--- src/rtl/audio_in_detect_pkg.sv ---
`default_nettype none
// ============================================================================
// Module   : audio_in_detect_pkg
// Brief    : Shared audio constants, capture FSM encoding and helpers.
// Revision : 1.0 - initial release
// ============================================================================
package audio_in_detect_pkg;

    localparam int c_SAMPLE_W = 32;
    localparam int c_MAG_W    = 16;

    // Default detector thresholds, also used by the beep path.
    localparam logic [c_MAG_W-1:0] c_THRESH_ON_DEF     = 16'h2000;
    localparam logic [c_MAG_W-1:0] c_THRESH_OFF_DEF    = 16'h1000;
    localparam int                 c_QUIET_SAMPLES_DEF = 4800;
    localparam int                 c_CNT_W_DEF         = 16;

    typedef enum logic [1:0] {
        ST_IDLE   = 2'd0,
        ST_READ   = 2'd1,
        ST_CALC   = 2'd2,
        ST_UPDATE = 2'd3
    } state_t;

    function automatic logic [c_MAG_W-1:0] mag_max(input logic [c_MAG_W-1:0] a,
                                                   input logic [c_MAG_W-1:0] b);
        return (a >= b) ? a : b;
    endfunction

endpackage
`default_nettype wire

--- src/rtl/audio_in_detect_if.sv ---
`default_nettype none
// ============================================================================
// Module   : audio_in_detect_if
// Brief    : Codec input FIFO handshake plus detector result signals.
// Revision : 1.0 - initial release
// ============================================================================
interface audio_in_detect_if;
    import audio_in_detect_pkg::*;

    logic                  audio_in_available;
    logic [c_SAMPLE_W-1:0] left_channel_audio_in;
    logic [c_SAMPLE_W-1:0] right_channel_audio_in;
    logic                  read_audio_in;
    logic                  sample_valid;
    logic [c_MAG_W-1:0]    mag_out;
    logic                  sound_active;
    logic                  sound_event;

    // Audio controller / consumer side
    modport master (
        output audio_in_available,
        output left_channel_audio_in,
        output right_channel_audio_in,
        input  read_audio_in,
        input  sample_valid,
        input  mag_out,
        input  sound_active,
        input  sound_event
    );

    // Detector side
    modport slave (
        input  audio_in_available,
        input  left_channel_audio_in,
        input  right_channel_audio_in,
        output read_audio_in,
        output sample_valid,
        output mag_out,
        output sound_active,
        output sound_event
    );

endinterface
`default_nettype wire

--- src/rtl/audio_abs_sat.sv ---
`default_nettype none
// ============================================================================
// Module   : audio_abs_sat
// Brief    : Signed 16-bit to unsigned magnitude, -32768 clamps to 32767.
// Revision : 1.0 - initial release
// ============================================================================
module audio_abs_sat
    import audio_in_detect_pkg::*;
(
    input  logic [c_MAG_W-1:0] i_sample,
    output logic [c_MAG_W-1:0] o_mag
);

    localparam logic [c_MAG_W-1:0] c_MOST_NEG = 16'h8000;
    localparam logic [c_MAG_W-1:0] c_MOST_POS = 16'h7FFF;

    always_comb begin
        o_mag = i_sample;
        if (i_sample == c_MOST_NEG) begin
            o_mag = c_MOST_POS;
        end else if (i_sample[c_MAG_W-1]) begin
            o_mag = ~i_sample + 16'd1;
        end
    end

endmodule
`default_nettype wire

--- src/rtl/audio_in_detect.sv ---
`default_nettype none
// ============================================================================
// Module   : audio_in_detect
// Brief    : Drains L/R ADC pairs, computes magnitude, hysteresis sound detect.
// Revision : 1.0 - initial release
// ============================================================================
module audio_in_detect
    import audio_in_detect_pkg::*;
#(
    parameter logic [c_MAG_W-1:0] THRESH_ON     = c_THRESH_ON_DEF,
    parameter logic [c_MAG_W-1:0] THRESH_OFF    = c_THRESH_OFF_DEF,
    parameter int                 QUIET_SAMPLES = c_QUIET_SAMPLES_DEF,
    parameter int                 CNT_W         = c_CNT_W_DEF
)(
    input  logic           CLOCK_50,
    input  logic           reset,
    audio_in_detect_if.slave bus
);

    localparam logic [CNT_W-1:0] c_QUIET_LIMIT = CNT_W'(QUIET_SAMPLES);

    state_t             r_state;
    state_t             w_state_next;
    logic               w_read;

    logic [c_MAG_W-1:0] r_left;
    logic [c_MAG_W-1:0] r_right;
    logic [c_MAG_W-1:0] w_abs_left;
    logic [c_MAG_W-1:0] w_abs_right;
    logic [c_MAG_W-1:0] r_mag_calc;
    logic [c_MAG_W-1:0] r_mag_out;
    logic               r_valid;
    logic               r_active;
    logic               r_event;
    logic [CNT_W-1:0]   r_quiet_cnt;
    logic [CNT_W-1:0]   w_quiet_inc;

    always_ff @(posedge CLOCK_50) begin
        if (reset) begin
            r_state <= ST_IDLE;
        end else begin
            r_state <= w_state_next;
        end
    end

    // Fixed four-state loop keeps pops at least three cycles apart.
    always_comb begin
        w_state_next = r_state;
        w_read       = 1'b0;
        case (r_state)
            ST_IDLE: begin
                if (bus.audio_in_available) begin
                    w_state_next = ST_READ;
                end
            end
            ST_READ: begin
                w_read       = 1'b1;
                w_state_next = ST_CALC;
            end
            ST_CALC:   w_state_next = ST_UPDATE;
            ST_UPDATE: w_state_next = ST_IDLE;
            default:   w_state_next = ST_IDLE;
        endcase
    end

    audio_abs_sat u_abs_left (
        .i_sample (r_left),
        .o_mag    (w_abs_left)
    );

    audio_abs_sat u_abs_right (
        .i_sample (r_right),
        .o_mag    (w_abs_right)
    );

    assign w_quiet_inc = r_quiet_cnt + CNT_W'(1);

    always_ff @(posedge CLOCK_50) begin
        if (reset) begin
            r_left      <= '0;
            r_right     <= '0;
            r_mag_calc  <= '0;
            r_mag_out   <= '0;
            r_valid     <= 1'b0;
            r_active    <= 1'b0;
            r_event     <= 1'b0;
            r_quiet_cnt <= '0;
        end else begin
            r_valid <= 1'b0;
            r_event <= 1'b0;
            if (r_state == ST_READ) begin
                r_left  <= bus.left_channel_audio_in[c_SAMPLE_W-1 -: c_MAG_W];
                r_right <= bus.right_channel_audio_in[c_SAMPLE_W-1 -: c_MAG_W];
            end
            if (r_state == ST_CALC) begin
                r_mag_calc <= mag_max(w_abs_left, w_abs_right);
            end
            if (r_state == ST_UPDATE) begin
                r_mag_out <= r_mag_calc;
                r_valid   <= 1'b1;
                if (!r_active) begin
                    if (r_mag_calc >= THRESH_ON) begin
                        r_active    <= 1'b1;
                        r_event     <= 1'b1;
                        r_quiet_cnt <= '0;
                    end
                end else if (r_mag_calc < THRESH_OFF) begin
                    // Release only after an unbroken run of quiet samples.
                    if (w_quiet_inc == c_QUIET_LIMIT) begin
                        r_active    <= 1'b0;
                        r_quiet_cnt <= '0;
                    end else begin
                        r_quiet_cnt <= w_quiet_inc;
                    end
                end else begin
                    r_quiet_cnt <= '0;
                end
            end
        end
    end

    assign bus.read_audio_in = w_read;
    assign bus.sample_valid  = r_valid;
    assign bus.mag_out       = r_mag_out;
    assign bus.sound_active  = r_active;
    assign bus.sound_event   = r_event;

endmodule
`default_nettype wire

--- src/flat_wrapper.sv ---
// flat-port wrapper written by rule: the top's interface ports become plain ports
module audio_in_detect_flat import audio_in_detect_pkg::*;
#(
    parameter logic [c_MAG_W-1:0] THRESH_ON     = c_THRESH_ON_DEF,
    parameter logic [c_MAG_W-1:0] THRESH_OFF    = c_THRESH_OFF_DEF,
    parameter int                 QUIET_SAMPLES = c_QUIET_SAMPLES_DEF,
    parameter int                 CNT_W         = c_CNT_W_DEF
)
  (CLOCK_50, reset, bus_audio_in_available, bus_left_channel_audio_in, bus_right_channel_audio_in, bus_read_audio_in, bus_sample_valid, bus_mag_out, bus_sound_active, bus_sound_event);
  audio_in_detect_if bus_i ();
  input  logic CLOCK_50;
  input  logic reset;
  input wire logic [$bits(bus_i.audio_in_available)-1:0] bus_audio_in_available;
  input wire logic [$bits(bus_i.left_channel_audio_in)-1:0] bus_left_channel_audio_in;
  input wire logic [$bits(bus_i.right_channel_audio_in)-1:0] bus_right_channel_audio_in;
  output wire logic [$bits(bus_i.read_audio_in)-1:0] bus_read_audio_in;
  output wire logic [$bits(bus_i.sample_valid)-1:0] bus_sample_valid;
  output wire logic [$bits(bus_i.mag_out)-1:0] bus_mag_out;
  output wire logic [$bits(bus_i.sound_active)-1:0] bus_sound_active;
  output wire logic [$bits(bus_i.sound_event)-1:0] bus_sound_event;
  assign bus_i.audio_in_available = bus_audio_in_available;
  assign bus_i.left_channel_audio_in = bus_left_channel_audio_in;
  assign bus_i.right_channel_audio_in = bus_right_channel_audio_in;
  assign bus_read_audio_in = bus_i.read_audio_in;
  assign bus_sample_valid = bus_i.sample_valid;
  assign bus_mag_out = bus_i.mag_out;
  assign bus_sound_active = bus_i.sound_active;
  assign bus_sound_event = bus_i.sound_event;
  audio_in_detect #(.THRESH_ON(THRESH_ON), .THRESH_OFF(THRESH_OFF), .QUIET_SAMPLES(QUIET_SAMPLES), .CNT_W(CNT_W)) u_core (.CLOCK_50(CLOCK_50), .reset(reset), .bus(bus_i));
endmodule
--- config.mk ---
export PLATFORM = sky130hd
export DESIGN_NAME = audio_in_detect_flat
export DESIGN_NICKNAME = d
export VERILOG_FILES = /design/src/rtl/audio_in_detect_pkg.sv /design/src/rtl/audio_in_detect_if.sv /design/src/rtl/audio_abs_sat.sv /design/src/rtl/audio_in_detect.sv /design/src/flat_wrapper.sv
export SDC_FILE = /design/constraint.sdc
export NUM_CORES = 1
export LEC_CHECK = 0
export ABC_AREA = 1
export CAP_MARGIN = 20
export CORE_MARGIN = 4
export CORE_UTILIZATION = 50
export CTS_CLUSTER_SIZE = 8
export DETAILED_ROUTE_END_ITERATION = 8
export PLACE_DENSITY = 0.76
export SLEW_MARGIN = 20
export SYNTH_ARGS = -nofsm -noshare
export SYNTH_HDL_FRONTEND = slang
export SYNTH_SLANG_ARGS = --single-unit
--- constraint.sdc ---
create_clock -name CLOCK_50 -period 6.7 [get_ports CLOCK_50]
set_input_delay 1.34 -clock CLOCK_50 [delete_from_list [all_inputs] [get_ports CLOCK_50]]
set_output_delay 1.34 -clock CLOCK_50 [all_outputs]
set_load 0.01 [all_outputs]
# --- Yosys cells after proc, flatten, opt, wreduce, memory -nomap -nowiden ---
# Index checks and enable logic that the tools add are counted.
totals:
  inputBits: 67
  wordCells: 46
  out_inout_bits: 20
  ff_bits: 85
classes:
  n_reduce_logical: 4
  n_mux: 17
  magnitude_cmp: 3
  eq_ne: 7
  addsub: 3
  n_bitwise: 3
ops:
  columns: ["op", "n"]
  rows:
  - ["$mux W16", 9]
  - ["$add A16 B1 Y16 const B", 3]
  - ["$eq A16 B16 Y1 const B", 2]
  - ["$not A16 Y16", 2]
  - ["$eq A16 B13 Y1 const B", 1]
  - ["$ge A16 B14 Y1 const B", 1]
  - ["$ge A16 B16 Y1", 1]
  - ["$lt A16 B13 Y1 const B", 1]
  - ["$pmux W2 S4", 1]
  - ["$mux W1", 6]
  - ["$eq A2 B2 Y1 const B", 2]
  - ["$reduce_or A3 Y1", 1]
  - ["$eq A2 B1 Y1 const B", 1]
  - ["$logic_not A2 Y1", 1]
  - ["$mux W2", 1]
  - ["$ne A2 B2 Y1 const B", 1]
  - ["$reduce_and A2 Y1", 1]
  - ["$reduce_bool A2 Y1", 1]
  - ["$not A1 Y1", 1]

# --- Depth between registers and ports, before layout ---
# Gate-level depths: netlist of run 1.
depth:
  ltp_word: 6
  mapped_depth: 22
  mapped_depth_nobuf: 22

# --- By module ---
# A second synthesis of run 1 with hierarchy kept.
hier_totals:
  hier_cells: 813
  area_unflattened_um2: 5235.0
by_module_without_submodules:
  columns: ["mod", "area_each_um2", "cells_each", "seq_area_each_um2", "n_inst"]
  rows:
  - ["audio_in_detect", 4256.6, 611, 1701.6, 1]
  - ["audio_abs_sat", 489.2, 101, 0.0, 2]

# --- Worst setup path before layout of run 1 ---
# OpenSTA, ideal clock, no wires.
synth_path:
  path_type: "reg-to-reg"
  from: "register u_core.r_left[0]"
  to: "register u_core.r_mag_calc[1]"
  arrival_time_ns: 2.547
  period_less_slack_ns: 2.681
  setup_time_ns: 0.134
  path_stages_with_launch: 21
  n_path_buf: 1
  path_slack_ns: 4.019
  required_ns: 6.566
  path_cell_list: "dfxtp_1 > inv_1 > ha_1 > nand4_2 > nor2_2 > nand2_4 > nor2_8 > inv_2 > nand2_1 > nor2_1 > inv_1 > ha_1 > a21oi_1 > o21ai_0 > a21oi_1 > nand2_1 > nor2_2 > buf_2 > nand2_1 > nand3_1 > a21oi_1"
synth_between:
  elab_chain_cells: 6
  elab_cells_between_ends: 7
  classes_between: "add/sub (1); order compare (1); eq/ne (1); mux (3); bitwise (1)"
synth_lines:
  columns: ["item", "line_no", "source"]
  rows:
  - ["from (decl)", "audio_in_detect.sv:26", "logic [c_MAG_W-1:0] r_left;"]
  - ["from (signal assigned)", "audio_in_detect.sv:92", "r_left <= bus.left_channel_audio_in[c_SAMPLE_W-1 -: c_MAG_W];"]
  - ["$not A16 Y16", "audio_abs_sat.sv:22", "o_mag = ~i_sample + 16'd1;"]
  - ["$add A16 B1 Y16", "audio_abs_sat.sv:22", null]
  - ["$mux W16", "audio_abs_sat.sv:21", "end else if (i_sample[c_MAG_W-1]) begin"]
  - ["$mux W16 *", "audio_abs_sat.sv:19", "if (i_sample == c_MOST_NEG) begin"]
  - ["$ge A16 B16 Y1", "audio_in_detect_pkg.sv:27", "return (a >= b) ? a : b;"]
  - ["$mux W16 *", "audio_in_detect_pkg.sv:27", null]
  - ["to (signal assigned)", "audio_in_detect.sv:96", "r_mag_calc <= mag_max(w_abs_left, w_abs_right);"]
  - ["to (decl)", "audio_in_detect.sv:30", "logic [c_MAG_W-1:0] r_mag_calc;"]
# Mark *: on every way between the ends. The rest lies on a longest branch, timed or not.
# A chain may end at the register's enable or synchronous reset.

# --- Worst setup path after layout of run 1 ---
layout_path:
  from: "register u_core.r_right[15]"
  to: "register u_core.r_mag_calc[13]"
layout_between:
  elab_chain_cells: 6
  elab_cells_between_ends: 7
  classes_between: "add/sub (1); order compare (1); eq/ne (1); mux (3); bitwise (1)"
layout_lines:
  columns: ["item", "line_no", "source"]
  rows:
  - ["from (decl)", "audio_in_detect.sv:27", "logic [c_MAG_W-1:0] r_right;"]
  - ["from (signal assigned)", "audio_in_detect.sv:93", "r_right <= bus.right_channel_audio_in[c_SAMPLE_W-1 -: c_MAG_W];"]
  - ["$not A16 Y16", "audio_abs_sat.sv:22", null]
  - ["$add A16 B1 Y16", "audio_abs_sat.sv:22", null]
  - ["$mux W16", "audio_abs_sat.sv:21", null]
  - ["$mux W16 *", "audio_abs_sat.sv:19", null]
  - ["$ge A16 B16 Y1", "audio_in_detect_pkg.sv:27", null]
  - ["$mux W16 *", "audio_in_detect_pkg.sv:27", null]
# Marked as above.

==> results.cfg, run 1 <==
[run_status]
status = completed

[timing]
worstMarginPinSlew_ns = 0.7234
timing.setup.tns_ns = 0
finalClockSkew_ns = 0.01252
period_needed_ns = 3.385
relSlewSlack = 0.5172
rsz0062_at_grt = false
fmax_mhz = 295.4
setup_slack_ns = 3.315
slew_viol_final = 0
setup_viol = 0
finalHoldViolations = 0
fin_crit_sh = 0.5053

[grt]
use_met3 = 0.02925
gr-usage-all-layers = 0.2101
grt_remaining_overflow = 0
use_met1 = 0.2758
grt_max_degree = 37
busiest_layer = met2
grt_pass1_vias = 4414
grt_util_met2 = 0.3526
antenna_found_initial = 0
grt_first_pass_wirelength_mm = 19.98

[critical_path]
cp_max_fo = 16
critPathSlowestCell = dfxtp_1
setup.worst_path.start = u_core.r_right[15]$_SDFFE_PP0P_
r2r_start = u_core.r_right[15]$_SDFFE_PP0P_
cp_common_cell = nand2_1
startpoint_type = flip-flop
worst-setup-path-type = flip-flop to flip-flop
end_kind = flip-flop
cp.required_ns = 7.00
critPathMaxStageDelay_ns = 0.61
cp.arrival_ns = 3.69
critical_path.cell_chain = inv_2, nor2_1, nand2_1, nand3b_2, nand3_1, inv_1, ha_1, a21oi_1, o21ai_0, a21oi_1, nand2_1, nor2_2, nand2_1, nand2_1, nand2_1, a21oi_1
crit_family = simple AND/OR/NAND/NOR gates
cp.buffers_inverters = 2

[power]
p_leak_nw = 2.537
peakVddDrop_mv = 0.2359
power.density_mw_per_mm2 = 477.1

[synth]
synth_area_leaders = dfxtp_1 34%, nand2_1 12%, nor2_1 8.3%, a21oi_1 7.6%, o21ai_0 6.2%
ys_seq_area_frac = 0.3406
synth_commonest_cells = 162 x nand2_1, 111 x nor2_1, 85 x dfxtp_1, 76 x a21oi_1, 75 x inv_1
synth_flop_cell = dfxtp_1
synth_most_common_cell = nand2_1
synth_top_area_frac = 0.3406
syn_area_per_cell_sq_um = 6.617
yosys_warnings = 0
syn_area_sq_mm = 0.004996
synthArstFlopShare = 0
synth_nets = 846
yosys.area.top_type = dfxtp_1
syn-instance-count = 755
synth_edf_count = 0
synth_cell_types = 38
yosys_register_bits = 85

[place]
gp_congestion = 0.9204
port-buffer-count = 54
pre_cts_ws_ns = 3.417
dp.cells = 917
placed_area_sq_mm = 0.005632
hpwlAfterDp_mm = 9.061

[floorplanning]
rows = 36
num_io_pins = 87
coreArea_sq_mm = 0.009774
die_w_um = 108.0
die_area_sq_mm = 0.01166
die_h_um = 108.0
start_util = 0.5111

[clock_tree]
clock_latency_ns = 0.37
cts_tree = yes
clkSlewWorstSetupHoldPaths_ns = 0.09
numCtsBuffers = 9
cts_buffer_depth = 2
cts_setup_buffers = 0
cts.repair.resized = 0
cts_root_buf = clkbuf_8
cts-hold-fix-buffers = 0
clock_sinks = 85
htreeDepth = 3

[hold_path]
holdCritPathClass = flip-flop to flip-flop
hp-start = u_core.r_mag_calc[5]$_SDFFE_PP0P_

[route]
dr.pass1.iters = 5
finalWirelength_mm = 11.84
wl_per_cell_um = 12.68
ant_nets = 0
drc_errors = 0
detail_route.iter0.violations = 330
via_count = 4840
vias_per_cell = 5.188

[finish]
syn2layout_area_growth_pct = 16.85
layout.nets = 886
design_area_sq_mm = 0.005838
num_antenna_cells = 0
layout-drive-gt1-share = 0.07500
layoutNonFillerInstCount = 933

[run]
max_cap_violations = 0
[where the power goes]
group	leakage (nW)	switching (mW)	internal, mW	total (mW)
Sequential	0.693	0.117	0.654	0.771
Combinational	1.75	1.06	0.569	1.63
Clock	0.0980	0.205	0.177	0.382
[worst min-delay path, stage by stage (launching register included)]
cell     delay [ns]
dfxtp_1        0.32
nand2_1        0.06
a21oi_1        0.05
[area by class of cell]
class                           instances  area (sq um)
Clock buffer                            9         123.9
Clock inverter                          7         82.58
Sequential cell                        85          1702
Timing Repair Buffer                   57         583.1
Multi-Input combinational cell        561          2877
Tap cell                              133         166.4
Fill cell                             964          3936
Inverter                               81         304.0
[routing by layer]
layer | vias to the layer above | routed length (um)
met5 | - | 0
met4 | 0 | 224
met3 | 16 | 505
met2 | 113 | 5488
met1 | 2191 | 5617
li1 | 2520 | -
[logic make-up (layout without fill, tap and decap cells)]
group	count (synthesis)	in the layout	share of synthesized area
AND/OR/NAND/NOR	373	373	0.3336
AO/OA/AOI/OAI	151	151	0.1578
buffers and inverters	109	154	0.08364
flip-flops	85	85	0.3406
adder cells (fa/ha/maj)	24	24	0.06011
XOR/XNOR	13	13	0.02429
[sequential cells by signal, summed over array words and instances (netlist names)]
signal,count
u_core.bus.sample_valid,1
u_core.r_right,16
u_core.bus.sound_event,1
u_core.r_mag_calc,16
u_core.r_state,2
u_core.r_left,16
u_core.r_quiet_cnt,16
u_core.bus.mag_out,16
u_core.bus.sound_active,1
[through the flow]
step | hold WS (ns) | total power [mW] | util
3_5_place_dp | 0.4574 | 2.390 | 0.5762
2_1_floorplan | 0.4388 | 2.001 | -
6_report | 0.4695 | 2.785 | 0.5973
4_1_cts | 0.4726 | 2.778 | 0.5973
3_3_place_gp | 0.4550 | 2.322 | 0.5733
5_1_grt | 0.4961 | 3.083 | 0.5973
[worst paths after layout]
check,cells past startpoint,endpoint,slack [ns]
setup / recovery,16,u_core.r_mag_calc[13]$_SDFFE_PP0P_,3.31
hold / removal,2,u_core.r_mag_calc[5]$_SDFFE_PP0P_,0.47
setup reg to reg,16,u_core.r_mag_calc[13]$_SDFFE_PP0P_,3.31
hold reg to reg,2,u_core.r_mag_calc[5]$_SDFFE_PP0P_,0.47
[cells in the final DEF (no fill, tap or decap), types with 11 or more instances in the layout]
cell type	count
ha_1	24
o21ai_0	62
xor2_1	11
clkdlybuf4s50_1	54
a21oi_1	76
dfxtp_1	85
nand2_1	162
inv_1	75
nor2_1	111
nand3_1	55
Note: power is estimated with default switching activity, not from simulation.
==> run 2: changes to the inputs <==
==> constraint.sdc (replaced) <==
create_clock -name CLOCK_50 -period 3.46 [get_ports CLOCK_50]
set_input_delay 0.692 -clock CLOCK_50 [delete_from_list [all_inputs] [get_ports CLOCK_50]]
set_output_delay 0.692 -clock CLOCK_50 [all_outputs]
set_load 0.01 [all_outputs]
==> run 2 against run 1 <==
  * Via count decreased by 0.52%
  * Clock power is 86% higher
  * Hold slack improved by 0.0014 ns
  * First-iteration DRC count decreased by 1.8%
  * Fmax up 8.2%
  * Worst setup slack lost 3.0 ns
  * Register-to-register slack got worse by 3.0 ns
==> results.cfg, run 2 (synthesized netlist as in run 1, its figures left out) <==
[finish]
design_area_sq_mm = 0.005824
final_cell_mix = 162 x nand2_1, 111 x nor2_1, 85 x dfxtp_1
num_antenna_cells = 0
layout.nets = 888
layout-drive-gt1-share = 0.07731
final_common_cell = nand2_1
syn2layout_area_growth_pct = 16.58

[critical_path]
end_kind = flip-flop
cp.arrival_ns = 3.42
r2r_slack_ns = 0.33
startpoint_type = flip-flop
worst-setup-path-type = flip-flop to flip-flop
cp_max_fo = 16
reg2reg_depth = 14
cp.required_ns = 3.75

[clock_tree]
cts_root_buf = clkbuf_8
clock_latency_ns = 0.36
cts-hold-fix-buffers = 0
clock_sinks = 85
clkSlewWorstSetupHoldPaths_ns = 0.09
cts_setup_buffers = 0
cts_buffer_depth = 2
numCtsBuffers = 9
cts_tree = yes
cts.repair.resized = 0
htreeDepth = 3

[timing]
fmax_mhz = 319.6
relSlewSlack = 0.4227
rsz0062_at_grt = false
fin_crit_sh = 0.9044
period_needed_ns = 3.129
setup_viol = 0
slew_viol_final = 0
worstMarginPinSlew_ns = 0.8650
finalHoldViolations = 0
finalClockSkew_ns = 0.01688
timing.setup.tns_ns = 0

[floorplanning]
die_w_um = 108.0
die_h_um = 108.0
die_area_sq_mm = 0.01166
rows = 36
coreArea_sq_mm = 0.009774
start_util = 0.5111
num_io_pins = 87

[power]
peakVddDrop_mv = 0.6609
power.density_mw_per_mm2 = 922.8
p_leak_nw = 2.541

[hold_path]
holdCritPathClass = flip-flop to flip-flop
min_path_cells = 2

[grt]
grt_remaining_overflow = 0
antenna_found_initial = 0
grt_max_degree = 36
gr-usage-all-layers = 0.2104
grt_pass1_vias = 4544
grt_first_pass_wirelength_mm = 20.25

[route]
finalWirelength_mm = 11.85
drc_errors = 0
wl_per_cell_um = 12.67
ant_nets = 0
detail_route.iter0.violations = 324
vias_per_cell = 5.150
via_count = 4815
dr.pass1.iters = 5

[place]
port-buffer-count = 54
gp_congestion = 0.9664
placed_area_sq_mm = 0.005627
hpwlAfterDp_mm = 8.979

[run_status]
status = completed

[run]
max_cap_violations = 0
==> run 2: where the power goes <==
part	internal, mW	switching (mW)
sequential	1.27	0.226
clock	0.336	0.374
combinational	1.13	2.04
==> run 2: area by class of cell <==
type | instances | area (sq um)
Sequential cell | 85 | 1702
Clock inverter | 7 | 73.82
Tap cell | 133 | 166.4
Timing Repair Buffer | 59 | 578.1
Fill cell | 957 | 3950
Multi-Input combinational cell | 561 | 2877
Inverter | 81 | 304.0
Clock buffer | 9 | 123.9
==> run 2: critical path, stage by stage, from the launching register on <==
cell and delay, ns:
dfxtp_1 0.60, inv_2 0.18, nor2_1 0.20, nand2_1 0.10
nand3b_2 0.27, nand3_1 0.16, inv_1 0.05, ha_1 0.29
a21oi_1 0.16, o21ai_0 0.08, a21oi_1 0.21, nand3b_2 0.30
nand2_1 0.16, nand3_1 0.12, a21oi_1 0.15
==> run 2: metal layers <==
metal  track usage  wire [um]  vias to the layer above
met1        0.2731       5510                     2159
met2        0.3570       5603                      112
met4       0.06222        224                        0
met5             0          0                        -
met3       0.03881        507                       18
li1              -          -                     2526
==> run 2: per-stage QoR <==
| step | worst slack, ns | util | power (mW) | hold WS, ns | instances |
|---|---|---|---|---|---|
| floorplan | 0.7794 | - | 3.875 | 0.4388 | 755 |
| CTS | 0.3594 | 0.5959 | 5.371 | 0.4697 | 935 |
| finish | 0.3307 | 0.5959 | 5.375 | 0.4710 | 935 |
| global route | 0.01546 | 0.5959 | 5.965 | 0.4980 | 935 |
| global placement | 0.4825 | 0.5757 | 4.519 | 0.4550 | 919 |
| detailed placement | 0.3773 | 0.5757 | 4.646 | 0.4555 | 919 |
==> run 2: path summary, 6_finish.rpt <==
path	endpoint	start
min reg2reg	u_core.r_mag_calc[2]$_SDFFE_PP0P_	u_core.r_mag_calc[2]$_SDFFE_PP0P_
max	u_core.r_mag_calc[12]$_SDFFE_PP0P_	u_core.r_right[15]$_SDFFE_PP0P_
max reg2reg	u_core.r_mag_calc[12]$_SDFFE_PP0P_	u_core.r_right[15]$_SDFFE_PP0P_
min	u_core.r_mag_calc[2]$_SDFFE_PP0P_	u_core.r_mag_calc[2]$_SDFFE_PP0P_
==> run 3: changes to the inputs <==
--- a/config.mk
+++ b/config.mk
@@ -12,6 +12,7 @@
 export CTS_CLUSTER_SIZE = 8
 export DETAILED_ROUTE_END_ITERATION = 8
 export PLACE_DENSITY = 0.76
+export RECOVER_POWER = 100
 export SLEW_MARGIN = 20
 export SYNTH_ARGS = -nofsm -noshare
 export SYNTH_HDL_FRONTEND = slang
==> constraint.sdc (replaced) <==
create_clock -name CLOCK_50 -period 3.46 [get_ports CLOCK_50]
set_input_delay 0.692 -clock CLOCK_50 [delete_from_list [all_inputs] [get_ports CLOCK_50]]
set_output_delay 0.692 -clock CLOCK_50 [all_outputs]
set_load 0.05 [all_outputs]
==> run 3 against run 2 <==
  * The run now ends with capacitance limit, slew limit left
  * Combinational power rose by 4%
  * Global-route usage unchanged
  * Highest routed layer unchanged
  * Critical path type unchanged
  * Hold slack about the same
  * First-iteration DRC count up 0.62%
  * Worst setup slack got worse by 0.0027 ns
  * Flip-flop and latch count unchanged
  * Largest cell class unchanged
==> results.cfg, run 3 (synthesized netlist as in run 1, its figures left out) <==
[grt]
grt_first_pass_wirelength_mm = 20.25
busiest_layer = met2
grt_util_met2 = 0.3570
use_met3 = 0.03881
grt_max_degree = 36
gr-usage-all-layers = 0.2104
antenna_found_initial = 0
grt_pass1_vias = 4544
grt_remaining_overflow = 0
use_met1 = 0.2731

[finish]
num_antenna_cells = 0
fillers = 965
design_area_sq_mm = 0.005809
layout-drive-gt1-share = 0.07232
final_util = 0.5943
syn2layout_area_growth_pct = 16.28
final_cell_mix = 162 x nand2_1, 111 x nor2_1, 85 x dfxtp_1
final_common_cell = nand2_1
layout.nets = 888

[floorplanning]
die_w_um = 108.0
rows = 36
die_area_sq_mm = 0.01166
start_util = 0.5111
num_io_pins = 87
die_h_um = 108.0
coreArea_sq_mm = 0.009774

[critical_path]
r2r_slack_ns = 0.33
cp.arrival_ns = 3.42
critical_path.endpoint = u_core.r_mag_calc[13]$_SDFFE_PP0P_
worst-setup-path-type = flip-flop to flip-flop
reg2reg_depth = 16
startpoint_type = flip-flop
cp.required_ns = 3.75
end_kind = flip-flop
cp_max_fo = 16
setup.worst_path.start = u_core.r_right[15]$_SDFFE_PP0P_
r2r_start = u_core.r_right[15]$_SDFFE_PP0P_
reg2reg_to = u_core.r_mag_calc[13]$_SDFFE_PP0P_

[timing]
rsz0062_at_grt = false
worstMarginPinSlew_ns = 1.832
finalClockSkew_ns = 0.01734
fin_crit_sh = 0.9052
setup_viol = 0
finalHoldViolations = 0
relSlewSlack = -0.2344
fmax_mhz = 319.3
period_needed_ns = 3.132
slew_viol_final = 18
timing.setup.tns_ns = 0

[run_status]
violations = capacitance limit, slew limit
status = finished with violations

[hold_path]
min_path_cells = 2
hp-start = u_core.r_mag_calc[2]$_SDFFE_PP0P_
holdCritPathClass = flip-flop to flip-flop

[clock_tree]
cts_tree = yes
clkSlewWorstSetupHoldPaths_ns = 0.09
cts.repair.resized = 0
htreeDepth = 3
cts_setup_buffers = 0
numCtsBuffers = 9
clock_latency_ns = 0.36
cts_root_buf = clkbuf_8
cts-hold-fix-buffers = 0
cts_buffer_depth = 2
clock_sinks = 85

[power]
p_leak_nw = 2.595
peakVddDrop_mv = 0.6632
power.density_mw_per_mm2 = 944.8

[route]
vias_per_cell = 5.143
dr.pass1.iters = 5
drc_errors = 0
via_count = 4809
wl_per_cell_um = 12.66
ant_nets = 0
finalWirelength_mm = 11.84
detail_route.iter0.violations = 326

[place]
hpwlAfterDp_mm = 8.979
port-buffer-count = 54
gp_congestion = 0.9664
placed_area_sq_mm = 0.005627

[run]
max_cap_violations = 1
-- run 3: cell types whose count changed in the layout (fill, tap and decap cells not counted), sizes merged --
cell | previous run | this run
clkdlybuf4s50 | 54 | 33
dlygate4sd3 | 0 | 21
buf | 5 | 2
clkbuf | 9 | 12
-- run 3: worst min path at each step --
stage | endpoint | slack (ns)
finish | u_core.r_mag_calc[2]$_SDFFE_PP0P_ | 0.47
detailed placement | u_core.r_mag_calc[2]$_SDFFE_PP0P_ | 0.46
CTS | u_core.r_mag_calc[2]$_SDFFE_PP0P_ | 0.47
global placement | u_core.r_mag_calc[5]$_SDFFE_PP0P_ | 0.46
floorplan | u_core.bus.mag_out[12]$_SDFFE_PP0P_ | 0.44
global route | u_core.r_mag_calc[5]$_SDFFE_PP0P_ | 0.50
-- run 3: through the flow --
| step | std cells | hold WS (ns) | setup WS, ns | power, mW |
|---|---|---|---|---|
| after floorplan | 755 | 0.4388 | 0.7794 | 4.018 |
| after global placement | 919 | 0.4550 | 0.4825 | 4.661 |
| after detailed placement | 919 | 0.4555 | 0.3773 | 4.788 |
| after CTS | 935 | 0.4697 | 0.3594 | 5.514 |
| after global routing | 935 | 0.4980 | 0.01546 | 6.077 |
| final | 935 | 0.4715 | 0.3280 | 5.488 |
-- run 3: area by class of cell --
type                    count  area [sq um]  area share
clock buffers               9         123.9     0.02132
clock inverters             7         73.82     0.01271
inverters                  81         304.0     0.05234
multi-input cells         561          2873      0.4945
flip-flops and latches     85          1702      0.2929
well taps                 133         166.4     0.02865
repair buffers             59         566.8     0.09757
-- run 3: layer usage --
metal / wire length, um / vias to the layer above
met1: 5416 / 2130
met5: 0 / -
met3: 648 / 18
met2: 5548 / 134
li1: - / 2527
met4: 223 / 0
-- run 3: worst max-delay path, stage by stage, from the launching register on --
cell	delay (ns)
dfxtp_1	0.61
inv_2	0.18
nor2_1	0.20
nand2_1	0.10
nand3b_2	0.27
o21ai_0	0.11
a21oi_1	0.10
ha_1	0.32
nand2_1	0.07
nor2_1	0.16
nand4_1	0.11
nor2_1	0.16
nand3b_2	0.32
nand2_1	0.08
nand2_1	0.09
nand2_1	0.06
a21oi_1	0.13
-- run 3: power breakdown --
group | leakage [nW] | switching (mW) | internal [mW]
logic | 1.80 | 2.18 | 1.11
clock network | 0.0996 | 0.375 | 0.336
registers | 0.693 | 0.225 | 1.27
